$ cat src/rtl/btn_click_classifier.sv
`default_nettype none
// ============================================================================
//  Module      : btn_click_classifier
//  Description : Splits debounced presses into single and double clicks using
//                a programmable window, with pulse outputs and BCD tallies.
//  Revision    : 1.0 - initial release
// ============================================================================
module btn_click_classifier #(
    parameter int WINDOW = 25_000_000,
    parameter int TMR_W  = 25
) (
    input  logic             clk,
    input  logic             rst_n,
    input  logic             btn_pulse,
    output logic             single_out,
    output logic             double_out,
    output logic             busy,
    output logic [3:0]       single_cnt,
    output logic [3:0]       double_cnt
);

    localparam logic [0:0]       S_IDLE     = 1'b0;
    localparam logic [0:0]       S_WAIT     = 1'b1;
    localparam logic [TMR_W-1:0] c_WINDOW   = TMR_W'(WINDOW);
    localparam logic [TMR_W-1:0] c_TMR_ONE  = TMR_W'(1);

    logic [0:0]       r_state;
    logic [TMR_W-1:0] r_timer;
    logic             r_single;
    logic             r_double;
    logic             r_busy;
    logic [3:0]       r_single_cnt;
    logic [3:0]       r_double_cnt;

    // Decimal digit increment, 9 rolls over to 0 without carry.
    function automatic logic [3:0] bcd_inc(input logic [3:0] v);
        return (v == 4'd9) ? 4'd0 : v + 4'd1;
    endfunction

    always_ff @(posedge clk or negedge rst_n) begin
        if (!rst_n) begin
            r_state      <= S_IDLE;
            r_timer      <= '0;
            r_single     <= 1'b0;
            r_double     <= 1'b0;
            r_busy       <= 1'b0;
            r_single_cnt <= 4'd0;
            r_double_cnt <= 4'd0;
        end else begin
            r_single <= 1'b0;
            r_double <= 1'b0;
            case (r_state)
                S_IDLE: begin
                    if (btn_pulse) begin
                        r_timer <= c_WINDOW;
                        r_state <= S_WAIT;
                        r_busy  <= 1'b1;
                    end
                end
                S_WAIT: begin
                    // A second press beats expiry, even on the last window cycle.
                    if (btn_pulse) begin
                        r_double     <= 1'b1;
                        r_double_cnt <= bcd_inc(r_double_cnt);
                        r_state      <= S_IDLE;
                        r_busy       <= 1'b0;
                    end else if (r_timer == c_TMR_ONE) begin
                        r_single     <= 1'b1;
                        r_single_cnt <= bcd_inc(r_single_cnt);
                        r_state      <= S_IDLE;
                        r_busy       <= 1'b0;
                    end else begin
                        r_timer <= r_timer - c_TMR_ONE;
                    end
                end
            endcase
        end
    end

    assign single_out = r_single;
    assign double_out = r_double;
    assign busy       = r_busy;
    assign single_cnt = r_single_cnt;
    assign double_cnt = r_double_cnt;

endmodule
`default_nettype wire

$ cat config.mk
export PLATFORM = sky130hd
export DESIGN_NAME = btn_click_classifier
export DESIGN_NICKNAME = d
export VERILOG_FILES = /design/src/rtl/btn_click_classifier.sv
export SDC_FILE = /design/constraint.sdc
export NUM_CORES = 1
export LEC_CHECK = 0
export BUFFER_PORTS_ARGS = -buffer_cell sky130_fd_sc_hd__buf_2
export CAP_MARGIN = 5
export CORE_AREA = 2 2 75 62
export CTS_CLUSTER_DIAMETER = 80
export CTS_CLUSTER_SIZE = 16
export DETAILED_ROUTE_END_ITERATION = 16
export DIE_AREA = 0 0 77 64
export GPL_TIMING_DRIVEN = 0
export PLACE_DENSITY = 0.81
export RECOVER_POWER = 25
export SLEW_MARGIN = 0
export SYNTH_ARGS = -nofsm -noshare
export SYNTH_HDL_FRONTEND = slang
export SYNTH_SLANG_ARGS = --single-unit
$ cat constraint.sdc
create_clock -name clk -period 5.4 [get_ports clk]
set_input_delay 0.81 -clock clk [delete_from_list [all_inputs] [get_ports clk]]
set_output_delay 0.81 -clock clk [all_outputs]
set_load 0.01 [all_outputs]
# Yosys cells after proc, flatten, opt, wreduce, memory -nomap -nowiden
# Index checks and enable logic that the tools add are counted.
# Widths: inputs -> output; s select.
# totals
ff_bits	37
# op_classes
mux	18
bitwise	2
reduce_logical	4
add_sub_neg	3
n_eq_ne	7
# ops
cell	n
$mux 25	3
$pmux 25 s2	1
$eq 25x1->1 const B	1
$sub 25x1->25 const B	1
$mux 1	10
$add 4x1->4 const B	2
$eq 4x4->1 const B	2
$mux 4	2
$ne 2x2->1 const B	3
$reduce_and 3->1	2
$pmux 1 s2	2
$reduce_and 2->1	2
$ne 3x2->1 const B	1
$not 1->1	2

# Logic depth before layout (Yosys ltp)
# logic_depth
depth_word	4
mapped_depth	8
mapped_depth_nobuf	7

# Worst setup path before layout
# Ideal clock, no wire load.
# synth_path
path_kind	reg2reg
startpoint	register r_timer[0]
endpoint	register r_timer[16]
required_ps	5313
path_buffers	1
setup_time_ps	87
arrival_time_ps	1970
stages_incl_launch_ff	8
synth_period_minus_slack_ps	2057
slack_ps	3343
path_cell_list	dfrtp_1 -> inv_1 -> ha_1 -> or3b_1 -> clkbuf_1 -> or3_1 -> or4_1 -> o211ai_1
# synth_between
elab_chain_len	4
word_cells_on_any_way	7
classes_between	add/sub: 1; eq/ne: 2; mux: 3; reduce/logical: 1
# synth_lines
element	line	rtl
start: declaration	28	logic [TMR_W-1:0] r_timer;
start signal: assignment	55	r_timer <= c_WINDOW;
start signal: assignment	73	r_timer <= r_timer - c_TMR_ONE;
$sub 25x1->25	73	
$mux 25	67	end else if (r_timer == c_TMR_ONE) begin
$mux 25	62	if (btn_pulse) begin
$pmux 25 s2	52	case (r_state)
# Parallel ways exist; a longest one is shown, timed or not. The select of a mux whose other input is x is not followed.
# A chain may end at the register's enable or synchronous reset.

# Worst setup path after layout
# layout_path
startpoint	register r_timer[0]
endpoint	register r_timer[14]
# Same word-level chain as after synthesis.

==> impl_metrics.py <==
metrics = {
    "yosys": {
        "synth_area_mm2": 0.002225,
        "synth_top_area_frac": 0.4162,
        "syn_nets": 245,
        "syn_inst": 240,
        "ys_warn_count": 0,
        "ys.flop_type": "dfrtp_1",
        "yosysSeqAreaShare": 0.4162,
        "ys_seq_elements": 37,
        "ys_types": 54,
        "ys_top_cells_by_area": "dfrtp_1 42%, nor2_1 4.0%, nand2_1 3.4%",
        "async_reset_ff_frac": 1.000,
        "synth_top_area_cell": "dfrtp_1",
        "synth_enable_flop_cells": 0,
        "avgSynthCellArea_um2": 9.269,
    },
    "power_and_ir_drop": {
        "p_int_uw": 609.8,
        "power.density_mw_per_mm2": 372.1,
        "ir_drop_v": 0.0002151,
        "pwr-share-comb": 0.279,
        "p_leak_nw": 0.9671,
        "clock_power_share": 0.308,
        "swShare": 0.3429,
        "switching_power_uw": 318.1,
        "seq_power_share": 0.413,
    },
    "setup_path": {
        "regToRegEndpoint": "r_timer[14]",
        "reg2reg_depth": 8,
        "r2r_slack_ns": 2.93,
        "cp_data_arrival_time_ns": 2.62,
        "cp-start-kind": "register",
        "worstSetupStartpoint": "r_timer[0]",
        "critical_path_required_ns": 5.56,
        "criticalPathCategory": "register to register",
        "cp_max_fo": 7,
        "path_buf_inv": 2,
        "cpPeakStageDelay_ns": 0.52,
        "endpoint_kind": "register",
        "path_cells": "inv_1 -> ha_1 -> or3b_1 -> clkbuf_1 -> nor3_1 -> nand2_1 -> o32ai_1 -> o41ai_1",
        "cp_top_family": "simple AND/OR/NAND/NOR gates",
        "crit_slowest_cell": "nor3_1",
        "r2r-start": "r_timer[0]",
    },
    "timing": {
        "fin_skew_ns": 0.008085,
        "rsz0062_at_grt": "false",
        "setup_viol": 0,
        "fin_setup_tns_ns": 0,
        "tightest_slew_ns": 1.941,
        "hold_violations": 0,
        "fin_crit_sh": 0.4572,
        "final_max_slew_viol_count": 38,
        "relSlewSlack": -0.2943,
        "max_freq_mhz": 405.0,
        "min_period_ns": 2.469,
    },
    "route": {
        "avgViaCountPerCell": 6.472,
        "vias": 2058,
        "drcViolationCount": 0,
        "antenna_left": 0,
        "firstDrtPassIters": 5,
        "drt_iter0_markers": 202,
        "routedWlPerCell_um": 16.88,
        "routed_wirelength_mm": 5.369,
    },
    "layout": {
        "fin_nets": 265,
        "final_area_mm2": 0.002494,
        "num_antenna_cells": 0,
        "mostFrequentLayoutCell": "dfrtp_1",
        "nFillCells": 339,
        "area_growth_pct": 12.09,
        "final_cell_mix": "37 x dfrtp_1, 24 x nor2_1, 20 x nand2_1",
        "drive_gt1_frac": 0.1379,
    },
    "grt": {
        "grt_pass1_vias": 2024,
        "grt_pass1_wl_mm": 9.473,
        "antenna_found_initial": 0,
        "gr-total-overflow": 0,
        "grt_max_degree": 38,
        "grt.total_usage": 0.2395,
    },
    "clock_tree": {
        "path_clk_slew_ns": 0.07,
        "clockRootBuffer": "clkbuf_8",
        "clock_path_buffers": 2,
        "cts.htree.levels": 2,
        "clock-sinks": 37,
        "post_cts_resize_count": 0,
        "cts_setup_buffers": 0,
        "ctsHoldBuffers": 0,
        "cts_tree": "yes",
        "clk_latency_ns": 0.29,
        "cts_made_buffers": 5,
    },
    "worst_hold_path": {
        "min_path_type": "register to register",
        "holdPathEnd": "r_timer[24]",
        "worstHoldStart": "r_timer[24]",
        "hold_depth": 1,
    },
    "floorplan": {
        "fp.dieW_um": 77,
        "dieArea_mm2": 0.004928,
        "fp-row-count": 21,
        "fp.coreArea_mm2": 0.004151,
        "die_h_um": 64,
        "io_pins": 14,
        "initial_core_util": 0.5359,
    },
    "placement": {
        "routabilityCongestion": 0.8661,
        "dpl.hpwl_mm": 3.699,
        "dpl_cell_area_mm2": 0.002361,
        "io_buffers": 13,
    },
    "outcome": {
        "violations": "max-capacitance violations, max-slew violations",
        "status": "finished with violations",
    },
    "run": {
        "maxCapViolCount": 1,
    },
}
-- registers in the layout, summed over array words and instances (netlist names) --
| register | count |
|---|---|
| busy | 1 |
| r_state | 1 |
| r_timer | 25 |
| double_cnt | 4 |
| single_out | 1 |
| single_cnt | 4 |
| double_out | 1 |
-- layout make-up --
type,instances,area [um2],area share
Buffer,14,56.30,0.02258
Timing Repair Buffer,13,63.81,0.02559
Clock inverter,3,65.06,0.02609
Tap cell,57,71.32,0.02860
Clock buffer,5,68.82,0.02760
Inverter,7,26.28,0.01054
Multi-Input combinational cell,182,1216,0.4877
Sequential cell,37,925.9,0.3713
-- worst max path at each step --
stage,cells after the start,end,slack (ns)
final,8,r_timer[14],2.93
after global routing,8,r_timer[14],2.63
after CTS,8,r_timer[14],2.96
after detailed placement,5,r_timer[3],2.89
after global placement,5,r_timer[3],2.91
after floorplan,7,r_timer[16],3.34
-- power by group through the flow --
| stage | Sequential (mW) | Clock, mW | Combinational [mW] |
|---|---|---|---|
| final | 0.384 | 0.285 | 0.259 |
| after global routing | 0.392 | 0.301 | 0.290 |
| after CTS | 0.382 | 0.288 | 0.257 |
| after detailed placement | 0.387 | 0 | 0.257 |
| after global placement | 0.383 | 0 | 0.250 |
| after floorplan | 0.384 | 0 | 0.181 |
-- cell families (layout without fill, tap and decap cells) --
kind of cell,after synthesis,after routing,synth area share
flops,37,37,0.4162
buf+inv,21,42,0.03712
simple gates,108,108,0.2857
xor+xnor,4,4,0.01575
compound gates,64,64,0.2149
fa+ha+maj,2,2,0.01125
mux,4,4,0.01912
-- per-layer routing --
metal  part of all wire  global-route usage  vias up
li1                   -                   -      962
met1               0.47              0.3376      980
met2               0.43              0.3673      110
met3              0.095             0.05226        6
met4             0.0071             0.08259        0
met5                  0                   0        -
-- worst register-to-register path, delay by kind of cell, from the launching register on --
family | cells | cell delay, ns
AO/OA/AOI/OAI | 2 | 0.38
adder cells (fa/ha/maj) | 1 | 0.16
buffers and inverters | 2 | 0.28
flip-flops | 1 | 0.42
AND/OR/NAND/NOR | 3 | 1.08
-- cells in the mapped netlist (5+ instances only) --
master / count
nor3_2: 5
clkbuf_1: 11
o311ai_0: 7
o21ai_0: 14
inv_1: 7
nor4_1: 10
dfrtp_1: 37
or3_1: 9
nor2_1: 24
nor3_1: 8
nand2_1: 20
-- per-stage QoR --
| step | worst slack, ns | total power, mW | cells | util | hold WS, ns |
|---|---|---|---|---|---|
| 2_1_floorplan | 3.343 | 0.5656 | 240 | - | 0.4448 |
| 3_3_place_gp | 2.908 | 0.6330 | 310 | 0.5687 | 0.4582 |
| 6_report | 2.931 | 0.9279 | 318 | 0.6007 | 0.4874 |
| 4_1_cts | 2.957 | 0.9270 | 318 | 0.6010 | 0.4866 |
| 5_1_grt | 2.634 | 0.9830 | 318 | 0.6007 | 0.5038 |
| 3_5_place_dp | 2.893 | 0.6435 | 310 | 0.5687 | 0.4693 |
Note: power is estimated with default switching activity, not from simulation.
